<file path="src/rtl/shift_arb_pkg.sv">
// Shared constants and types for the shift arbiter.
// Optional feature: define SHIFT_ARB_RR_EN for round-robin grant (default: fixed priority).
package shift_arb_pkg;

  localparam int unsigned DEF_WIDTH = 32;
  localparam int unsigned DEF_AMT_W = 5;

  // Per-requester operation select
  localparam logic OP_SRA = 1'b0;
  localparam logic OP_SLL = 1'b1;

  // Response register state
  typedef enum logic {
    IDLE = 1'b0,
    HOLD = 1'b1
  } state_e;

endpackage

</file>
<file path="src/rtl/shift_arb_rr.sv">
// Grant selection for the shift arbiter.
// SHIFT_ARB_RR_EN defined: round-robin starting after ptr; undefined: lowest index wins.
module shift_arb_rr
  import shift_arb_pkg::*;
#(
  parameter int unsigned NREQ = 2,
  parameter int unsigned ID_W = 1
) (
  input  logic [NREQ-1:0] req,
  input  logic [ID_W-1:0] ptr,
  input  logic            en,
  output logic [NREQ-1:0] gnt,
  output logic [ID_W-1:0] gnt_idx,
  output logic            gnt_any
);

`ifdef SHIFT_ARB_RR_EN
  logic [ID_W-1:0] idx;

  // Rotating search beginning one past the last granted requester
  always_comb begin
    gnt     = '0;
    gnt_idx = '0;
    gnt_any = 1'b0;
    idx     = '0;
    for (int unsigned k = 1; k <= NREQ; k++) begin
      idx = ID_W'((32'(ptr) + k) % NREQ);
      if (en && !gnt_any && req[idx]) begin
        gnt[idx] = 1'b1;
        gnt_idx  = idx;
        gnt_any  = 1'b1;
      end
    end
  end
`else
  // Pointer has no effect in fixed-priority mode
  logic unused_ptr;
  assign unused_ptr = ^ptr;

  // Fixed priority: lowest requesting index wins
  always_comb begin
    gnt     = '0;
    gnt_idx = '0;
    gnt_any = 1'b0;
    for (int unsigned i = 0; i < NREQ; i++) begin
      if (en && !gnt_any && req[i]) begin
        gnt[i]  = 1'b1;
        gnt_idx = ID_W'(i);
        gnt_any = 1'b1;
      end
    end
  end
`endif

endmodule

</file>
<file path="src/rtl/shift_arbiter.sv">
// Arbitrates NREQ requesters onto one external SRA/SLL shifter pair and
// registers the selected result on a single tagged response channel.
// SHIFT_ARB_RR_EN selects round-robin grant; default build is fixed priority.
module shift_arbiter
  import shift_arb_pkg::*;
#(
  parameter int unsigned NREQ  = 2,
  parameter int unsigned WIDTH = DEF_WIDTH,
  parameter int unsigned AMT_W = DEF_AMT_W,
  parameter int unsigned ID_W  = 1
) (
  input  logic                  clock,
  input  logic                  reset,
  input  logic [NREQ-1:0]       req_valid,
  output logic [NREQ-1:0]       req_ready,
  input  logic [NREQ*WIDTH-1:0] req_data,
  input  logic [NREQ*AMT_W-1:0] req_amt,
  input  logic [NREQ-1:0]       req_op,
  output logic [WIDTH-1:0]      sh_dta,
  output logic [AMT_W-1:0]      sh_amt,
  input  logic [WIDTH-1:0]      sh_sra_res,
  input  logic [WIDTH-1:0]      sh_sll_res,
  output logic                  resp_valid,
  input  logic                  resp_ready,
  output logic [WIDTH-1:0]      resp_data,
  output logic [ID_W-1:0]       resp_id
);

  state_e           state_q, state_d;
  logic [WIDTH-1:0] resp_data_q, resp_data_d;
  logic [ID_W-1:0]  resp_id_q, resp_id_d;
  logic [ID_W-1:0]  ptr_c;
  logic             can_accept;
  logic [NREQ-1:0]  gnt;
  logic [ID_W-1:0]  gnt_idx;
  logic             gnt_any;
  logic             op_sel;

`ifdef SHIFT_ARB_RR_EN
  logic [ID_W-1:0]  ptr_q, ptr_d;
  assign ptr_c = ptr_q;
`else
  assign ptr_c = '0;
`endif

  // Register is free, or being drained this cycle; never accept during reset
  assign can_accept = ~reset & ((state_q == IDLE) | resp_ready);

  shift_arb_rr #(
    .NREQ (NREQ),
    .ID_W (ID_W)
  ) u_rr (
    .req     (req_valid),
    .ptr     (ptr_c),
    .en      (can_accept),
    .gnt     (gnt),
    .gnt_idx (gnt_idx),
    .gnt_any (gnt_any)
  );

  assign req_ready = gnt;

  // One-hot operand mux; zero when nothing is granted to keep the shifters quiet
  always_comb begin
    sh_dta = '0;
    sh_amt = '0;
    op_sel = OP_SRA;
    for (int unsigned i = 0; i < NREQ; i++) begin
      if (gnt[i]) begin
        sh_dta = req_data[i*WIDTH +: WIDTH];
        sh_amt = req_amt[i*AMT_W +: AMT_W];
        op_sel = req_op[i];
      end
    end
  end

  // Next-state: capture on grant, otherwise drain to IDLE when consumed
  always_comb begin
    state_d     = state_q;
    resp_data_d = resp_data_q;
    resp_id_d   = resp_id_q;
`ifdef SHIFT_ARB_RR_EN
    ptr_d       = ptr_q;
`endif
    if (gnt_any) begin
      resp_data_d = (op_sel == OP_SRA) ? sh_sra_res : sh_sll_res;
      resp_id_d   = gnt_idx;
      state_d     = HOLD;
`ifdef SHIFT_ARB_RR_EN
      ptr_d       = gnt_idx;
`endif
    end else if ((state_q == HOLD) && resp_ready) begin
      state_d = IDLE;
    end
  end

  // State and response registers with synchronous reset
  always_ff @(posedge clock) begin
    if (reset) begin
      state_q     <= IDLE;
      resp_data_q <= '0;
      resp_id_q   <= '0;
`ifdef SHIFT_ARB_RR_EN
      ptr_q       <= ID_W'(NREQ - 1);
`endif
    end else begin
      state_q     <= state_d;
      resp_data_q <= resp_data_d;
      resp_id_q   <= resp_id_d;
`ifdef SHIFT_ARB_RR_EN
      ptr_q       <= ptr_d;
`endif
    end
  end

  assign resp_valid = (state_q == HOLD);
  assign resp_data  = resp_data_q;
  assign resp_id    = resp_id_q;

endmodule

</file>
<file path="config.mk">
export PLATFORM = sky130hd
export DESIGN_NAME = shift_arbiter
export DESIGN_NICKNAME = d
export VERILOG_FILES = /design/src/rtl/shift_arb_pkg.sv /design/src/rtl/shift_arb_rr.sv /design/src/rtl/shift_arbiter.sv
export SDC_FILE = /design/constraint.sdc
export NUM_CORES = 1
export LEC_CHECK = 0
export ABC_AREA = 1
export CAP_MARGIN = 20
export CORE_MARGIN = 3
export CORE_UTILIZATION = 30
export CTS_CLUSTER_SIZE = 25
export DETAILED_ROUTE_END_ITERATION = 8
export PLACE_DENSITY = 0.81
export SETUP_SLACK_MARGIN = 0.2
export SYNTH_ARGS = -nofsm -noshare
export SYNTH_HDL_FRONTEND = slang
export SYNTH_SLANG_ARGS = --single-unit
</file>
<file path="constraint.sdc">
create_clock -name clock -period 2.1 [get_ports clock]
set_input_delay 0.21 -clock clock [delete_from_list [all_inputs] [get_ports clock]]
set_output_delay 0.21 -clock clock [all_outputs]
set_load 0.005 [all_outputs]
</file>
Yosys cells after proc, flatten, opt, wreduce, memory -nomap -nowiden
Index checks and enable logic that the tools add are counted.

cells by class
  bitwise operators = 4
  reduce and logical (&&, ||, !) cells = 6
  muxes and demuxes = 12

operator list
  kind                count
  two-way mux 32 bit  3
  two-way mux 5 bit   2
  two-way mux 1 bit   7
  logical AND 1 bit   4
  NOT 1 bit           2
  nonzero test 2 bit  1
  AND 1 bit           1
  zero test 1 bit     1
  OR 1 bit            1

storage, ports and cells
  input bits = 145
  logic and storage cells = 25
  register bits = 34

Logic depth before layout (Yosys ltp)
Gate-level depths: netlist of run 1.

  depth after elaboration = 11
  gate-level depth with buffers = 10
  depth with buffers taken out = 9

By module
From an unflattened synthesis of run 1, not the netlist that was laid out.

second synthesis, totals
  cell total of the unflattened synthesis = 426
  area total of the unflattened synthesis = 2384.8 um2

modules (own cells, without submodules)
  module         instances  sequential area each (um2)  area an instance (um2)  cells each
  shift_arbiter  1          680.7                       2356.0                  420
  shift_arb_rr   1          0.0                         28.8                    6

Worst setup path before layout of run 1
Ideal clock, no wire load.

  kind = reg2out
  from = register state_q (netlist: resp_valid)
  to = output port sh_dta[10]
  buffers on the path = 2
  setup slack = 0.767 ns
  cell stages (with the launch flop) = 7
  data required time = 1.890 ns
  arrival time = 1.123 ns
  path through = dfxtp_1 -> nand2_2 -> nand4_4 -> inv_2 -> buf_4 -> buf_4 -> a22o_1

on the way
  longest elaborated chain between the ends = 10
  elaborated cells on any way between the ends = 11

RTL lines
  element                         line                  text
  start: declaration              shift_arbiter.sv:29   state_e state_q, state_d;
  start signal: assignment        shift_arbiter.sv:107  state_q <= state_d;
  NOT 1 bit *                     shift_arbiter.sv:47   assign can_accept = ~reset & ((state_q == IDLE) | resp_ready);
  OR 1 bit *                      shift_arbiter.sv:47
  AND 1 bit *                     shift_arbiter.sv:47
  logical AND 1 bit               shift_arb_rr.sv:46    if (en && !gnt_any && req[i]) begin
  two-way mux 1 bit               shift_arb_rr.sv:46
  zero test 1 bit                 shift_arb_rr.sv:46
  logical AND 1 bit (2 in a row)  shift_arb_rr.sv:46
  two-way mux 1 bit               shift_arb_rr.sv:46
  two-way mux 32 bit *            shift_arbiter.sv:69   if (gnt[i]) begin
  end: declaration                shift_arbiter.sv:19   output logic [WIDTH-1:0] sh_dta,

Mark *: on every way between the ends. The rest lies on a longest branch, timed or not.

Final worst setup path of run 1
  from = input port resp_ready
  to = output port sh_dta[23]

on the way
  longest elaborated chain between the ends = 9
  elaborated cells on any way between the ends = 10

RTL lines
  element                         line                 text
  start: declaration              shift_arbiter.sv:24  input logic resp_ready,
  OR 1 bit *                      shift_arbiter.sv:47
  AND 1 bit *                     shift_arbiter.sv:47
  logical AND 1 bit               shift_arb_rr.sv:46
  two-way mux 1 bit               shift_arb_rr.sv:46
  zero test 1 bit                 shift_arb_rr.sv:46
  logical AND 1 bit (2 in a row)  shift_arb_rr.sv:46
  two-way mux 1 bit               shift_arb_rr.sv:46
  two-way mux 32 bit *            shift_arbiter.sv:69

Marked as above.

==> metrics.cfg, run 1 <==
[worst_setup_path]
timing.rr.start = resp_valid
worst_setup_path_endpoint = sh_dta[23]
crit_fanout = 14
r2r_setup_slack_ns = 0.56
crit_path_start = resp_ready
worst_r2r_path_depth = 10
cp_data_arrival_time_ns = 1.64
critPathRequiredTime_ns = 1.89
startpoint_class = input port
timing.setup.critical_path_class = input port to output port
endpoint_of_the_lowest_slack_register_to_register_path = resp_data[24]
worstSetupEndpointType = output port

[clocking]
cts-buffers-inserted = 5
number_of_levels_in_the_clock_h_tree = 2
cts_max_path_buffers = 2
clk_pin_slew_ns = 0.07
clock-sinks = 34
clock_latency_ns = 0.28
cts.root.buffer_cell = sky130_fd_sc_hd__clkbuf_8
tritoncts_clock_tree = done

[route]
via_count = 3228
final_antenna_net_count = 0
wirelength_mm = 10.6
drtIter0Drc = 91
wl_per_cell_um = 15.8
detailedRoute.firstPassIterationCount = 4
detail_route.drc_violations = 0
drt-vias-per-instance = 4.81

[floorplan]
die_area_sq_um = 8770
initial_utilization = 0.313
floorplan.die.height_um = 93.7
floorplan.io_pins = 218
rows = 31
core_area_sq_um = 7370
chipWidth_um = 93.7

[sta]
skew_ns = 0.00323
setup_repair_after_global_routing_missed_its_margin = false
hold_viol_final = 0
max-slew-margin-rel = 0.764
setup-tns-final_ns = 0
timing.final.max_slew_violations = 0
minimum_period_implied_by_the_final_worst_setup_slack_ns = 1.85
fmaxAchievable_mhz = 542
worst-slew-pin-transition_ns = 0.354
final.period_utilization = 0.879
setup_viol_count_final = 0

[placed_design]
count_of_port_buffers_added_during_placement = 217
place_area_sq_um = 4640
dp_hpwl_mm = 8.06
routability_cong = 0.868

[cells_and_area]
layout.core_utilization = 0.667
post_route_cells_drive_above_1_share = 0.105
area_delta_synth_final_pct = 113
post_route_cell_area_sq_um = 4920
final.fill_count = 633
design.final.nets = 716
antenna-diode-count = 0

[logic_synthesis]
ff_latch_count_synth = 34
synth.avg_cell_area_sq_um = 6.66
post_synth_num_cell_types = 21
syn-cell-area_sq_um = 2310
synth-seq-area-share = 0.295
syn_nets = 491
synthesis.yosys.warnings = 0
syn-instance-count = 346

[grt]
grt.total_usage = 0.217
globalRouteOverflowTotal = 0
grt_start_max_net_pins = 34
global_route_wire_length_before_repair_mm = 15.1
first_global_vias = 3019
antenna_found_initial = 0

[power]
vdd_ir_drop_max_uv = 275
total_leakage_power_nw = 2.61
power-per-cell-area_nw_per_um2 = 437

[hold_path]
hold_path_class = flop to flop

[run_status]
outcome = completed

[run]
maxCapViolations = 0

layer usage:
layer / vias up / part of all wire / GRT usage
met5: - / 0 / 0
met4: 0 / 0.025 / 0.0662
met3: 16 / 0.084 / 0.0569
met2: 143 / 0.52 / 0.407
met1: 1467 / 0.37 / 0.237
li1: 1602 / - / -
placed cells by master, fill, tap and decap left out, types with 6 or more instances in the layout:
| master | netlist | routed |
|---|---|---|
| sky130_fd_sc_hd__dfxtp_1 | 34 | 33 |
| sky130_fd_sc_hd__nor2_1 | 64 | 64 |
| sky130_fd_sc_hd__a22o_1 | 37 | 37 |
| sky130_fd_sc_hd__buf_4 | 13 | 20 |
| sky130_fd_sc_hd__nand2_1 | 32 | 32 |
| sky130_fd_sc_hd__clkdlybuf4s50_1 | 0 | 177 |
| sky130_fd_sc_hd__clkbuf_8 | 0 | 6 |
| sky130_fd_sc_hd__dlymetal6s2s_1 | 0 | 25 |
| sky130_fd_sc_hd__buf_12 | 0 | 6 |
| sky130_fd_sc_hd__nand3_1 | 96 | 96 |
| sky130_fd_sc_hd__inv_1 | 35 | 35 |
timing repair:
action | CTS | global route
setup buffers | 2 | 6
pin swaps | 0 | 0
gates resized for setup | 20 | 45
endpoints found under the setup margin | 39 | 30
cloned | 0 | 3
hold buffers | 0 | 0
state kept, by name, indices dropped and copies added (netlist names):
signal	flops
resp_data	32
resp_id	1
resp_valid	1
logic make-up (layout without fill, tap and decap cells):
| group | count (synthesis) | after routing | synth area share |
|---|---|---|---|
| compound gates | 40 | 40 | 0.150 |
| buf+inv | 71 | 297 | 0.149 |
| flops | 34 | 34 | 0.295 |
| simple gates | 201 | 201 | 0.406 |
worst max-delay path: stages:
cell and delay (ns):
sky130_fd_sc_hd__clkdlybuf4s50_1 0.41, sky130_fd_sc_hd__inv_2 0.07, sky130_fd_sc_hd__nand2_2 0.07, sky130_fd_sc_hd__nand4_4 0.08, sky130_fd_sc_hd__clkinv_4 0.07, sky130_fd_sc_hd__buf_4 0.14
sky130_fd_sc_hd__buf_8 0.14, sky130_fd_sc_hd__a22o_1 0.17, sky130_fd_sc_hd__dlygate4sd2_1 0.27
cells in the mapped netlist (all sizes together):
library cell / count / area [sq um]
clkbuf: 2 / 7.51
a22o: 37 / 324
nand2: 37 / 156
a21oi: 1 / 8.76
a31oi: 1 / 6.26
nand4: 3 / 48.8
nand3: 97 / 490
o211ai: 1 / 7.51
dfxtp: 34 / 681
inv: 40 / 153
buf: 29 / 183
nor2: 64 / 240
worst min-delay path by stage:
stage                      start         end  slack, ns  cells after the start
finish                   resp_id     resp_id       0.53                      2
global route        req_valid[0]  resp_valid       0.55                      4
CTS                 req_valid[0]  resp_valid       0.54                      4
detailed placement       resp_id     resp_id       0.50                      2
global placement         resp_id     resp_id       0.48                      2
floorplan           req_valid[0]  resp_valid       0.40                      2
per-stage QoR:
stage	setup slack, ns	total power [mW]	instances	hold WS, ns
after floorplan	0.767	1.08	346	0.403
after global placement	-0.0644	1.64	652	0.479
after detailed placement	-0.0896	1.65	652	0.501
after CTS	0.0165	2.17	662	0.536
after global routing	0.198	2.29	671	0.549
final	0.255	2.15	671	0.527
power by group:
group,total [mW],internal [mW],switching [mW]
registers,0.737,0.707,0.0301
clock network,0.504,0.263,0.240
logic,0.910,0.569,0.340
total,2.15,1.54,0.611
cell type report:
| cell class | instances | area (sq um) | area share |
|---|---|---|---|
| Clock buffer | 6 | 82.6 | 0.0168 |
| Clock inverter | 2 | 12.5 | 0.00254 |
| Inverter | 40 | 163 | 0.0331 |
| Multi-Input combinational cell | 241 | 1280 | 0.261 |
| Sequential cell | 34 | 682 | 0.139 |
| Tap cell | 99 | 124 | 0.0252 |
| Timing Repair Buffer | 249 | 2570 | 0.523 |
(Power assumes the default switching activity.)
==> inputs of run 2 (changes only) <==
- GPL_ROUTABILITY_DRIVEN: not set -> 0
==> results of run 2 <==
The final DEF is identical to that of run 1; final timing and power are the same.
==> inputs of run 3 (changes only) <==
- CORE_UTILIZATION: 30 -> 33
- PLACE_DENSITY: 0.81 -> 0.88
- TNS_END_PERCENT: not set -> 20
==> run 3 against run 2 <==
Against the previous run:
- final cell count shrank 1.0%
- routed wire length grew 10%
- via count grew 3.0%
- clock power grew 47%
- combinational power shrank 1%
- largest power group unchanged
- critical path type unchanged
- fmax shrank 8.2%
- core utilization grew 6.3 points
- critical path depth shrank 1
- first-iteration DRC count grew 13%
- die area shrank 8.5%
==> metrics.cfg, run 3 (synthesis gave the netlist of run 1 again) <==
[run_status]
outcome = completed

[sta]
setup-tns-final_ns = 0  ; unchanged
max-slew-margin-rel = 0.771  ; +0.00718
fmaxAchievable_mhz = 498  ; -8.2%
worst-slew-pin-transition_ns = 0.343  ; -0.0108 ns
hold_viol_final = 0  ; unchanged
setup_slack_ns = 0.0903  ; -0.164 ns
setup_repair_after_global_routing_missed_its_margin = true
minimum_period_implied_by_the_final_worst_setup_slack_ns = 2.01  ; +0.164 ns
fin_worst_hold_slack_ns = 0.445  ; -0.0817 ns
final.period_utilization = 0.957  ; +0.0783
timing.final.max_slew_violations = 0  ; unchanged
setup_viol_count_final = 0  ; unchanged
skew_ns = 0.00604  ; +0.00282 ns

[worst_setup_path]
critical-path-slowest-cell = sky130_fd_sc_hd__clkdlybuf4s50_1
critical_path.max_stage_delay_ns = 0.50  ; +0.09 ns
cp_data_arrival_time_ns = 1.80  ; +0.16 ns
critical-path-top-cell-by-count = sky130_fd_sc_hd__clkdlybuf4s50_1
critical_path_buf_inv_count = 5  ; -1
critPathRequiredTime_ns = 1.89  ; about the same
timing.setup.critical_path_class = input port to output port
crit_fanout = 6  ; -8
worstSetupEndpointType = output port
cp_num_cells = 8  ; -1
timing.rr.start = resp_valid
cpLargestDelayFamily = buffers and inverters
worst_r2r_path_depth = 9  ; -1
startpoint_class = input port
cp_cell_sequence = clkdlybuf4s50_1 > inv_2 > a21oi_2 > nand2_2 > inv_4 > buf_4 > a22o_1 > clkdlybuf4s50_1
r2r_setup_slack_ns = 0.62  ; +0.06 ns
endpoint_of_the_lowest_slack_register_to_register_path = resp_data[13]

[floorplan]
initial_utilization = 0.351  ; +0.0382
rows = 29  ; -6.5%
chipWidth_um = 89.6  ; -4.4%
die_area_sq_um = 8030  ; -8.5%
floorplan.io_pins = 218  ; unchanged
core_area_sq_um = 6570  ; -11%
floorplan.die.height_um = 89.6  ; -4.4%

[hold_path]
hold_end = resp_valid
hold_path_startpoint = req_valid[0]
worstHoldPathCells = 3  ; +1
hold_path_class = input port to flop

[grt]
antenna_found_initial = 0  ; unchanged
grt_start_max_net_pins = 34  ; unchanged
grtUsageMet2 = 0.473  ; +0.0660
globalRouteOverflowTotal = 0  ; unchanged
use_met3 = 0.128  ; +0.0708
global_route_wire_length_before_repair_mm = 16.9  ; +12%
grt.total_usage = 0.279  ; +0.0621
globalRouteMet1Util = 0.273  ; +0.0366
first_global_vias = 3148  ; +4.3%
global_route.peak_usage_layer = met2

[placed_design]
count_of_port_buffers_added_during_placement = 217  ; unchanged
numPlacedInstances = 652  ; unchanged
dp_hpwl_mm = 9.40  ; +17%
preCtsSetupSlack_ns = -0.0695  ; +0.0201 ns

[clocking]
number_of_levels_in_the_clock_h_tree = 2  ; unchanged
cts.root.buffer_cell = sky130_fd_sc_hd__clkbuf_8
post_cts_hold_buffer_count = 0  ; unchanged
clock-sinks = 34  ; unchanged
clk_pin_slew_ns = 0.08  ; about the same
clock_latency_ns = 0.28  ; about the same
cts_max_path_buffers = 2  ; unchanged
cts-buffers-inserted = 5  ; unchanged
tritoncts_clock_tree = done

[cells_and_area]
final.fill_count = 579  ; -8.5%
most-common-layout-cells = 183 x sky130_fd_sc_hd__clkdlybuf4s50_1, 96 x sky130_fd_sc_hd__nand3_1, 64 x sky130_fd_sc_hd__nor2_1
antenna-diode-count = 0  ; unchanged
largest_register_ff_count = 32  ; unchanged
layout.cells.most_common = sky130_fd_sc_hd__clkdlybuf4s50_1
design.final.nets = 715  ; -0.14%
area_delta_synth_final_pct = 108
final_cell_count_no_fill = 664  ; -1.0%
post_route_cells_drive_above_1_share = 0.0928  ; -0.0121
seqCellArea_sq_um = 681  ; -0.18%
multiInputGateArea_sq_um = 1280  ; unchanged

[route]
drtIter0Drc = 103  ; +13%
via_count = 3324  ; +3.0%
detail_route.drc_violations = 0  ; unchanged
drt-vias-per-instance = 5.01  ; +4.1%
detailedRoute.firstPassIterationCount = 5  ; +1
final_antenna_net_count = 0  ; unchanged
wirelength_mm = 11.7  ; +10%
wl_per_cell_um = 17.7  ; +11%

[power]
total_leakage_power_nw = 2.30  ; -12%
power-per-cell-area_nw_per_um2 = 495  ; +13%
vdd_ir_drop_max_uv = 475  ; +73%

[run]
maxCapViolations = 0  ; unchanged

## run 3: tightest hold or removal path, stage by stage
cell and delay (ns):
sky130_fd_sc_hd__dlygate4sd2_1 0.27, sky130_fd_sc_hd__inv_2 0.10, sky130_fd_sc_hd__a31oi_1 0.09
## run 3: area by class of cell
class | instances | share of cell area
clock buffer | 5 | 0.0143
clock inverter | 3 | 0.0143
inverter | 40 | 0.0334
multi-input combinational | 241 | 0.267
sequential | 34 | 0.142
tap | 93 | 0.0243
timing repair buffer | 248 | 0.504
## run 3: how the worst max path moves through the flow
stage	startpoint	to	slack [ns]
3_3_place_gp	reset	sh_dta[31]	-0.03
5_1_grt	resp_ready	sh_dta[17]	0.02
6_report	resp_ready	sh_dta[21]	0.09
2_1_floorplan	resp_valid	sh_dta[10]	0.77
3_5_place_dp	reset	sh_dta[19]	-0.07
4_1_cts	resp_ready	sh_dta[21]	0.03
## run 3: power breakdown
part | switching (mW) | internal, mW | leakage [nW]
clock network | 0.263 | 0.476 | 0.0683
registers | 0.0317 | 0.707 | 0.282
logic | 0.346 | 0.552 | 1.95
total | 0.640 | 1.73 | 2.30
## run 3: what timing repair did
action                     4_1_cts  5_1_grt
gates resized for setup         42        1
setup endpoints to repair       39        9
cloned                           1        0
buffers inserted                 2        1
## run 3: layer usage
layer | share of wire | routed length (um) | up-vias
li1 | - | - | 1605
met5 | 0 | 0 | -
met4 | 0.066 | 778 | 0
met3 | 0.12 | 1350 | 44
met2 | 0.48 | 5650 | 182
met1 | 0.34 | 3940 | 1493
## run 3: stage by stage
stage,utilization,area (sq um),power (mW)
floorplan,-,2310,1.08
global placement,0.707,4640,1.64
detailed placement,0.707,4640,1.66
CTS,0.729,4790,2.38
global route,0.730,4800,2.50
finish,0.730,4800,2.37
